===== config.mk =====
export PLATFORM = sky130hd
export DESIGN_NAME = uart_frame_decoder
export DESIGN_NICKNAME = d
export VERILOG_FILES = /design/src/rtl/uart_frame_decoder.sv
export SDC_FILE = /design/constraint.sdc
export NUM_CORES = 1
export LEC_CHECK = 0
export ABC_AREA = 1
export CAP_MARGIN = 10
export CORE_MARGIN = 5
export CORE_UTILIZATION = 56
export DETAILED_ROUTE_END_ITERATION = 10
export GPL_TIMING_DRIVEN = 0
export PLACE_DENSITY = 0.87
export SLEW_MARGIN = 20
export SYNTH_ARGS = -nofsm -noshare
export SYNTH_HDL_FRONTEND = slang
export SYNTH_SLANG_ARGS = --single-unit

===== constraint.sdc =====
create_clock -name clk -period 2.4 [get_ports clk]
set_clock_uncertainty 0.2 [all_clocks]
set_input_delay 0.36 -clock clk [delete_from_list [all_inputs] [get_ports clk]]
set_output_delay 0.36 -clock clk [all_outputs]
set_load 0.03 [all_outputs]

===== src/rtl/uart_frame_decoder.sv =====
// Frame decoder fed by a UART byte stream: finds SYNC, assembles CMD/LEN/PAYLOAD/CSUM,
// checks the XOR checksum and presents each good frame as one parallel word.
module uart_frame_decoder #(
    parameter int          MAX_PAYLOAD  = 8,
    parameter logic [7:0]  SYNC_BYTE    = 8'hA5,
    parameter int          TIMEOUT_CLKS = 104_160,
    localparam int         LEN_W        = $clog2(MAX_PAYLOAD + 1),
    localparam int         CNT_W        = $clog2(TIMEOUT_CLKS + 1)
) (
    input  logic                     clk,
    input  logic                     rst,
    input  logic [7:0]               byte_in,
    input  logic                     byte_valid,
    output logic                     byte_ready,
    output logic [7:0]               out_cmd,
    output logic [LEN_W-1:0]         out_len,
    output logic [8*MAX_PAYLOAD-1:0] out_payload,
    output logic                     out_valid,
    input  logic                     out_ready,
    output logic                     err_csum,
    output logic                     err_len,
    output logic                     err_timeout
);

    typedef enum logic [2:0] {
        ST_HUNT,
        ST_CMD,
        ST_LEN,
        ST_PAYLOAD,
        ST_CSUM,
        ST_OUT
    } state_t;

    state_t                   state_reg, state_next;
    logic [7:0]               csum_reg, csum_next;
    logic [7:0]               cmd_reg, cmd_next;
    logic [LEN_W-1:0]         len_reg, len_next;
    logic [LEN_W-1:0]         idx_reg, idx_next;
    logic [8*MAX_PAYLOAD-1:0] pay_reg, pay_next;
    logic [CNT_W-1:0]         idle_reg, idle_next;
    logic [7:0]               out_cmd_reg, out_cmd_next;
    logic [LEN_W-1:0]         out_len_reg, out_len_next;
    logic [8*MAX_PAYLOAD-1:0] out_payload_reg, out_payload_next;
    logic                     err_csum_reg, err_csum_next;
    logic                     err_len_reg, err_len_next;
    logic                     err_timeout_reg, err_timeout_next;
    logic                     accept;
    logic [MAX_PAYLOAD-1:0]   slot_sel;

    assign byte_ready  = !rst && (state_reg != ST_OUT);
    assign accept      = byte_valid && byte_ready;
    assign out_valid   = (state_reg == ST_OUT);
    assign out_cmd     = out_cmd_reg;
    assign out_len     = out_len_reg;
    assign out_payload = out_payload_reg;
    assign err_csum    = err_csum_reg;
    assign err_len     = err_len_reg;
    assign err_timeout = err_timeout_reg;

    // One-hot decode of the payload slot addressed by the current index.
    generate
        for (genvar gi = 0; gi < MAX_PAYLOAD; gi++) begin : g_slot
            assign slot_sel[gi] = (idx_reg == LEN_W'(gi));
        end
    endgenerate

    always_ff @(posedge clk) begin
        if (rst) begin
            state_reg       <= ST_HUNT;
            csum_reg        <= '0;
            cmd_reg         <= '0;
            len_reg         <= '0;
            idx_reg         <= '0;
            pay_reg         <= '0;
            idle_reg        <= '0;
            out_cmd_reg     <= '0;
            out_len_reg     <= '0;
            out_payload_reg <= '0;
            err_csum_reg    <= 1'b0;
            err_len_reg     <= 1'b0;
            err_timeout_reg <= 1'b0;
        end else begin
            state_reg       <= state_next;
            csum_reg        <= csum_next;
            cmd_reg         <= cmd_next;
            len_reg         <= len_next;
            idx_reg         <= idx_next;
            pay_reg         <= pay_next;
            idle_reg        <= idle_next;
            out_cmd_reg     <= out_cmd_next;
            out_len_reg     <= out_len_next;
            out_payload_reg <= out_payload_next;
            err_csum_reg    <= err_csum_next;
            err_len_reg     <= err_len_next;
            err_timeout_reg <= err_timeout_next;
        end
    end

    always_comb begin
        state_next       = state_reg;
        csum_next        = csum_reg;
        cmd_next         = cmd_reg;
        len_next         = len_reg;
        idx_next         = idx_reg;
        pay_next         = pay_reg;
        idle_next        = idle_reg;
        out_cmd_next     = out_cmd_reg;
        out_len_next     = out_len_reg;
        out_payload_next = out_payload_reg;
        err_csum_next    = 1'b0;
        err_len_next     = 1'b0;
        err_timeout_next = 1'b0;

        case (state_reg)
            ST_HUNT: begin
                idle_next = '0;
                if (accept && byte_in == SYNC_BYTE) begin
                    pay_next   = '0;
                    csum_next  = '0;
                    state_next = ST_CMD;
                end
            end
            ST_CMD: begin
                if (accept) begin
                    cmd_next   = byte_in;
                    csum_next  = csum_reg ^ byte_in;
                    state_next = ST_LEN;
                end
            end
            ST_LEN: begin
                if (accept) begin
                    csum_next = csum_reg ^ byte_in;
                    if (int'(byte_in) > MAX_PAYLOAD) begin
                        err_len_next = 1'b1;
                        state_next   = ST_HUNT;
                    end else begin
                        len_next   = byte_in[LEN_W-1:0];
                        idx_next   = '0;
                        state_next = (byte_in == 8'd0) ? ST_CSUM : ST_PAYLOAD;
                    end
                end
            end
            ST_PAYLOAD: begin
                if (accept) begin
                    for (int i = 0; i < MAX_PAYLOAD; i++) begin
                        if (slot_sel[i]) begin
                            pay_next[8*i +: 8] = byte_in;
                        end
                    end
                    csum_next = csum_reg ^ byte_in;
                    idx_next  = idx_reg + LEN_W'(1);
                    if (idx_reg == len_reg - LEN_W'(1)) begin
                        state_next = ST_CSUM;
                    end
                end
            end
            ST_CSUM: begin
                if (accept) begin
                    if (byte_in == csum_reg) begin
                        out_cmd_next     = cmd_reg;
                        out_len_next     = len_reg;
                        out_payload_next = pay_reg;
                        state_next       = ST_OUT;
                    end else begin
                        err_csum_next = 1'b1;
                        state_next    = ST_HUNT;
                    end
                end
            end
            ST_OUT: begin
                idle_next = '0;
                if (out_ready) begin
                    state_next = ST_HUNT;
                end
            end
            default: state_next = ST_HUNT;
        endcase

        // Mid-frame watchdog; the pulse lands TIMEOUT_CLKS cycles after the last accepted byte.
        if (state_reg inside {ST_CMD, ST_LEN, ST_PAYLOAD, ST_CSUM}) begin
            if (accept) begin
                idle_next = '0;
            end else if (idle_reg == CNT_W'(TIMEOUT_CLKS - 1)) begin
                idle_next        = '0;
                err_timeout_next = 1'b1;
                state_next       = ST_HUNT;
            end else begin
                idle_next = idle_reg + CNT_W'(1);
            end
        end
    end

endmodule

# == Word-level counts from Yosys, hierarchy flattened ==
# Index checks and enable logic that the tools add are counted.
# word_totals
out_inout_bits,81
latch_bits,0
ff_bits,187
in_bits,12
memories,0
mem_bits_rw,0
romBits,0
# classes
n_eq_ne,30
shifts,0
n_bitwise,6
div_mod_pow,0
mul,0
reduce_logical,30
muxes,39
addsub,3
magnitude_cmp,1
# ops
op,n
$mux 64,2
$pmux 64 s2,1
$mux 8,10
$mux 17,4
$mux 3,13
$reduce_and 4->1,9
$ne 2x2->1 const B,12
$pmux 3 s6,1
$add 17x1->17 const B,1
$eq 17x17->1 const B,1
$eq 4x3->1 const B,4
$pmux 8 s2,1
$mux 4,3
$reduce_or 3->1,4
$reduce_and 3->1,3
$eq 4x2->1 const B,2
$eq 8x8->1,1
$eq 8x8->1 const B,1
$gt 8x4->1 const B,1
$logic_not 8->1,1
$pmux 4 s2,1
$reduce_bool 2->1,4
$xor 8x8->8,1
$eq 3x2->1 const B,2
other kinds (17),26

# == Depth between registers and ports, before layout ==
# logic_depth
word_depth,9
mapped_depth,14
mapped_depth_nobuf,14

# == Worst setup path after synthesis ==
# No wires, ideal clock.
# synth_path
path_type,input port to output port
startpoint,in rst
endpoint,out byte_ready
t_arrival_ns,1.261
path_stages,5
path_slack_ns,0.579
path_buffers,2
path_cell_list,inv_1 -> clkbuf_1 -> buf_1 -> nand2_1 -> inv_1
# synth_via
elab_chain_len,2
# synth_rtl
element,line_no,source
"start, declared",11,"input logic rst,"
$logic_not 1->1,50,assign byte_ready = !rst && (state_reg != ST_OUT);
$logic_and 1x1->1,50,
"end, declared",14,"output logic byte_ready,"
# No other way between the ends.

# == Final worst setup path ==
# Same ends and word-level chain as after synthesis.

==> summary.md <==
| Metric | Value |
|---|---|
| First-pass GRT wire length | 34,000 um |
| Worst EP required | ~1.8 ns |
| Area of the multi-input gates | 3340 sq um |
| CP max FO | 10 |
| Layout Nets | approximately 1,200 |
| Clock slew at reported path FFs | 0.07 ns |
| Seq/Total Area, Yosys | 47.9% |
| Commonest non-fill, non-tap cell in the layout | nand2_1 |
| Switching Share | 21.8% |
| Post-cts hold buffer count | 0 |
| Outcome | finished, final reports clean |
| DR pass1 iterations | 6 |
| Vias per Instance | 5.44 |
| Max stage delay on crit path | roughly 0.52 ns |
| Dpl ws | -1.15 ns |
| Most frequent cells in the layout | nand2_1 (234), dfxtp_1 (187), a21oi_1 (117), inv_1 (115), nor2_1 (96) |
| Initial antenna violation count | 0 |
| Mean routed wirelength per cell | 15.2 um |
| Net switching power | 0.00140 W |
| Antenna cells | 0 |
| Post-route DRC violation count | 0 |
| Final Max Slew Viols | 0 |
| 1st-iter DRT viols | 857 |
| Leading area contributor after synthesis | dfxtp_1 |
| Fin. Hold Viols | 0 |
| Port Buffers | 92 |
| DIE HEIGHT | 128 um |
| # H-tree levels | 4 |
| Hold Crit Endpoint | out_payload[1] |
| Storage cell area | about 3700 sq um |
| Crit. End Element | output pin |
| Asr flop ratio synth | 0% |
| Combinational power share | 2.4% |
| Clock Power Share | 49.4% |
| Core area | between 10,000 and 15,000 sq um |
| Worst R2R End | pay_reg[10] |
| Largest net degree at the start of global routing | 19 |
| Worst Hold Slack | 0.254 ns |
| P&R area growth vs syn | 23.8% |
| Die area | 16,400 sq um |
| DR vias | 7,378 |
| Synth top area share | 47.9% |
| Final count of negative-setup-slack endpoints | 0 |
| Leak pwr | 3.83 nW |
| Main synth FF type | dfxtp_1 |
| Post-DP HPWL | between 10,000 and 15,000 um |
| Critical-path top delay cell | clkdlybuf4s50_1 |
| Crit path DAT | 1.80 ns |
| Num rows | 43 |
| Clk Latency, worst-skew pair | between 0.4 and 0.5 ns |
| Syn avg cell area | roughly 7.4 sq um |
| Proportion of layout cells with a drive suffix above 1 | about 9% |
| HP Start | pay_reg[1] |
| CP Class | in -> out |
| Number of flops mapped to enable cells by yosys | 0 |
| Filler Cell Count | around 1,100 |
| Initial Util | between 50 and 60% |
| Max VDD drop | 433 uV |
| Gr ovfl total | 0 |
| Flop pwr share | 48.1% |
| DIE WIDTH | about 130 um |
| Largest cells by area after synthesis | dfxtp_1 (48%), nand2_1 (11%), a21oi_1 (7.5%), inv_1 (5.6%), o21ai_0 (4.7%) |
| Post-synthesis instance total | approximately 1,100 |
| Vias in the first global route | 6,925 |
| Post-Syn Area | 7820 sq um |
| Sink Count | 187 |
| Fmax | about 420 MHz |
| GP Congestion | about 0.9 |
| Mapped Nets | 1,069 |
| CTS max path bufs | 2 |
| P per Cell Area | 666 nW/um^2 |
| CTS tree | yes |
| Setup crit start kind | primary input |
| Hold Path Cell Cnt | 2 |
| Clock root buffer | clkbuf_16 |
| Rel. slew slack | 33.3% |
| I/O pin total | 93 |
| Tcrit/Tclk final | 98.3% |
| HP Class | reg -> reg |
| Max cap viols | 0 |
| Worst r2r src | state_reg[2] |
| CTS buffer count | 17 |
| R2R cell count | 7 |
| Post-route setup slack | 0.0406 ns |
| Post-route minimum period | about 2.4 ns |
| Internal reg-to-reg setup slack | roughly 0.17 ns |
| Gr usage total | 25.9% |
| Synth Register Bits | 187 |
| Slew @ Worst Pin | 0.997 ns |
| P_int | 0.00504 W |
| Post-Route WL | 20,600 um |
| Final antenna-violating net count | 0 |
| Netlist cell types | 36 |
| Syn. warnings | 0 |
| Worst-path cell chain | clkdlybuf4s50_1, inv_2, clkbuf_8, buf_6, nand2_1, inv_1, clkdlybuf4s15_2 |
==> cells in the mapped netlist, types with 2 or more instances <==
master	n
nand2_1	235
dfxtp_1	187
a21oi_1	117
inv_1	116
nor2_1	96
o21ai_0	74
nor3_1	54
o21ai_1	36
clkbuf_1	25
a21oi_2	20
nand3_1	16
inv_2	10
buf_6	9
nand4_1	9
buf_2	6
ha_1	6
nand3_4	6
buf_4	4
nand3_2	4
nand2_2	3
o22ai_1	2
xor2_1	2
==> power by group through the flow <==
stage | logic [W] | registers, W | clock network [W]
5_1_grt | 0.000171 | 0.00310 | 0.00337
4_1_cts | 0.000151 | 0.00310 | 0.00321
6_report | 0.000157 | 0.00310 | 0.00319
3_5_place_dp | 0.000147 | 0.00317 | 0
3_3_place_gp | 0.000146 | 0.00317 | 0
2_1_floorplan | 0.0000831 | 0.00317 | 0
==> metrics by stage <==
stage,util (%),setup TNS (ns),std cells,power (W),area [sq um]
after global placement,65.1,-23.75,1323,0.00332,8960
after detailed placement,65.1,-28.89,1323,0.00332,8960
after global routing,70.3,-0.00221,1357,0.00664,9680
final,70.3,0,1357,0.00644,9680
after CTS,70.1,0,1355,0.00646,9660
after floorplan,-,0,1051,0.00326,7820
==> worst max-delay path, delay by kind of cell <==
kind                   cells  cell delay, ns
buffers and inverters      6            1.37
and+or+nand+nor            1            0.07
==> routing by layer <==
layer	GRT usage [%]	vias up	part of all wire (%)
li1	-	3638	-
met1	33.6	3351	42
met2	42.5	320	48
met3	4.92	69	7.2
met4	10.2	0	3.2
met5	0	-	0
==> area by class of cell <==
| type | instances | area share (%) |
|---|---|---|
| timing repair buffer | 94 | 9.67 |
| sequential | 187 | 38.7 |
| tap | 180 | 2.33 |
| clock inverter | 15 | 2.60 |
| buffer | 45 | 2.88 |
| clock buffer | 17 | 4.40 |
| multi-input combinational | 692 | 34.5 |
| inverter | 127 | 4.95 |
==> cells by family (layout without fill, tap and decap cells) <==
group	Yosys count	in the layout	synth area share [%]
fa+ha+maj	6	6	0.960
compound gates	253	253	17.3
simple gates	431	431	24.2
buf+inv	172	298	9.44
xor+xnor	2	2	0.224
flops	187	187	47.9
==> worst max-delay path by stage <==
stage	startpoint	endpoint	slack, ns
global route	rst	byte_ready	-0.002
detailed placement	rst	byte_ready	-1.15
finish	rst	byte_ready	0.04
CTS	rst	byte_ready	0.03
global placement	rst	byte_ready	-1.09
floorplan	rst	byte_ready	0.58
==> what timing repair did <==
| item | 4_1_cts | 5_1_grt |
|---|---|---|
| setup buffers | 0 | 2 |
| resized for setup | 11 | 2 |
| setup endpoints to repair | 2 | 33 |
Power figures use the tool's default switching activity.
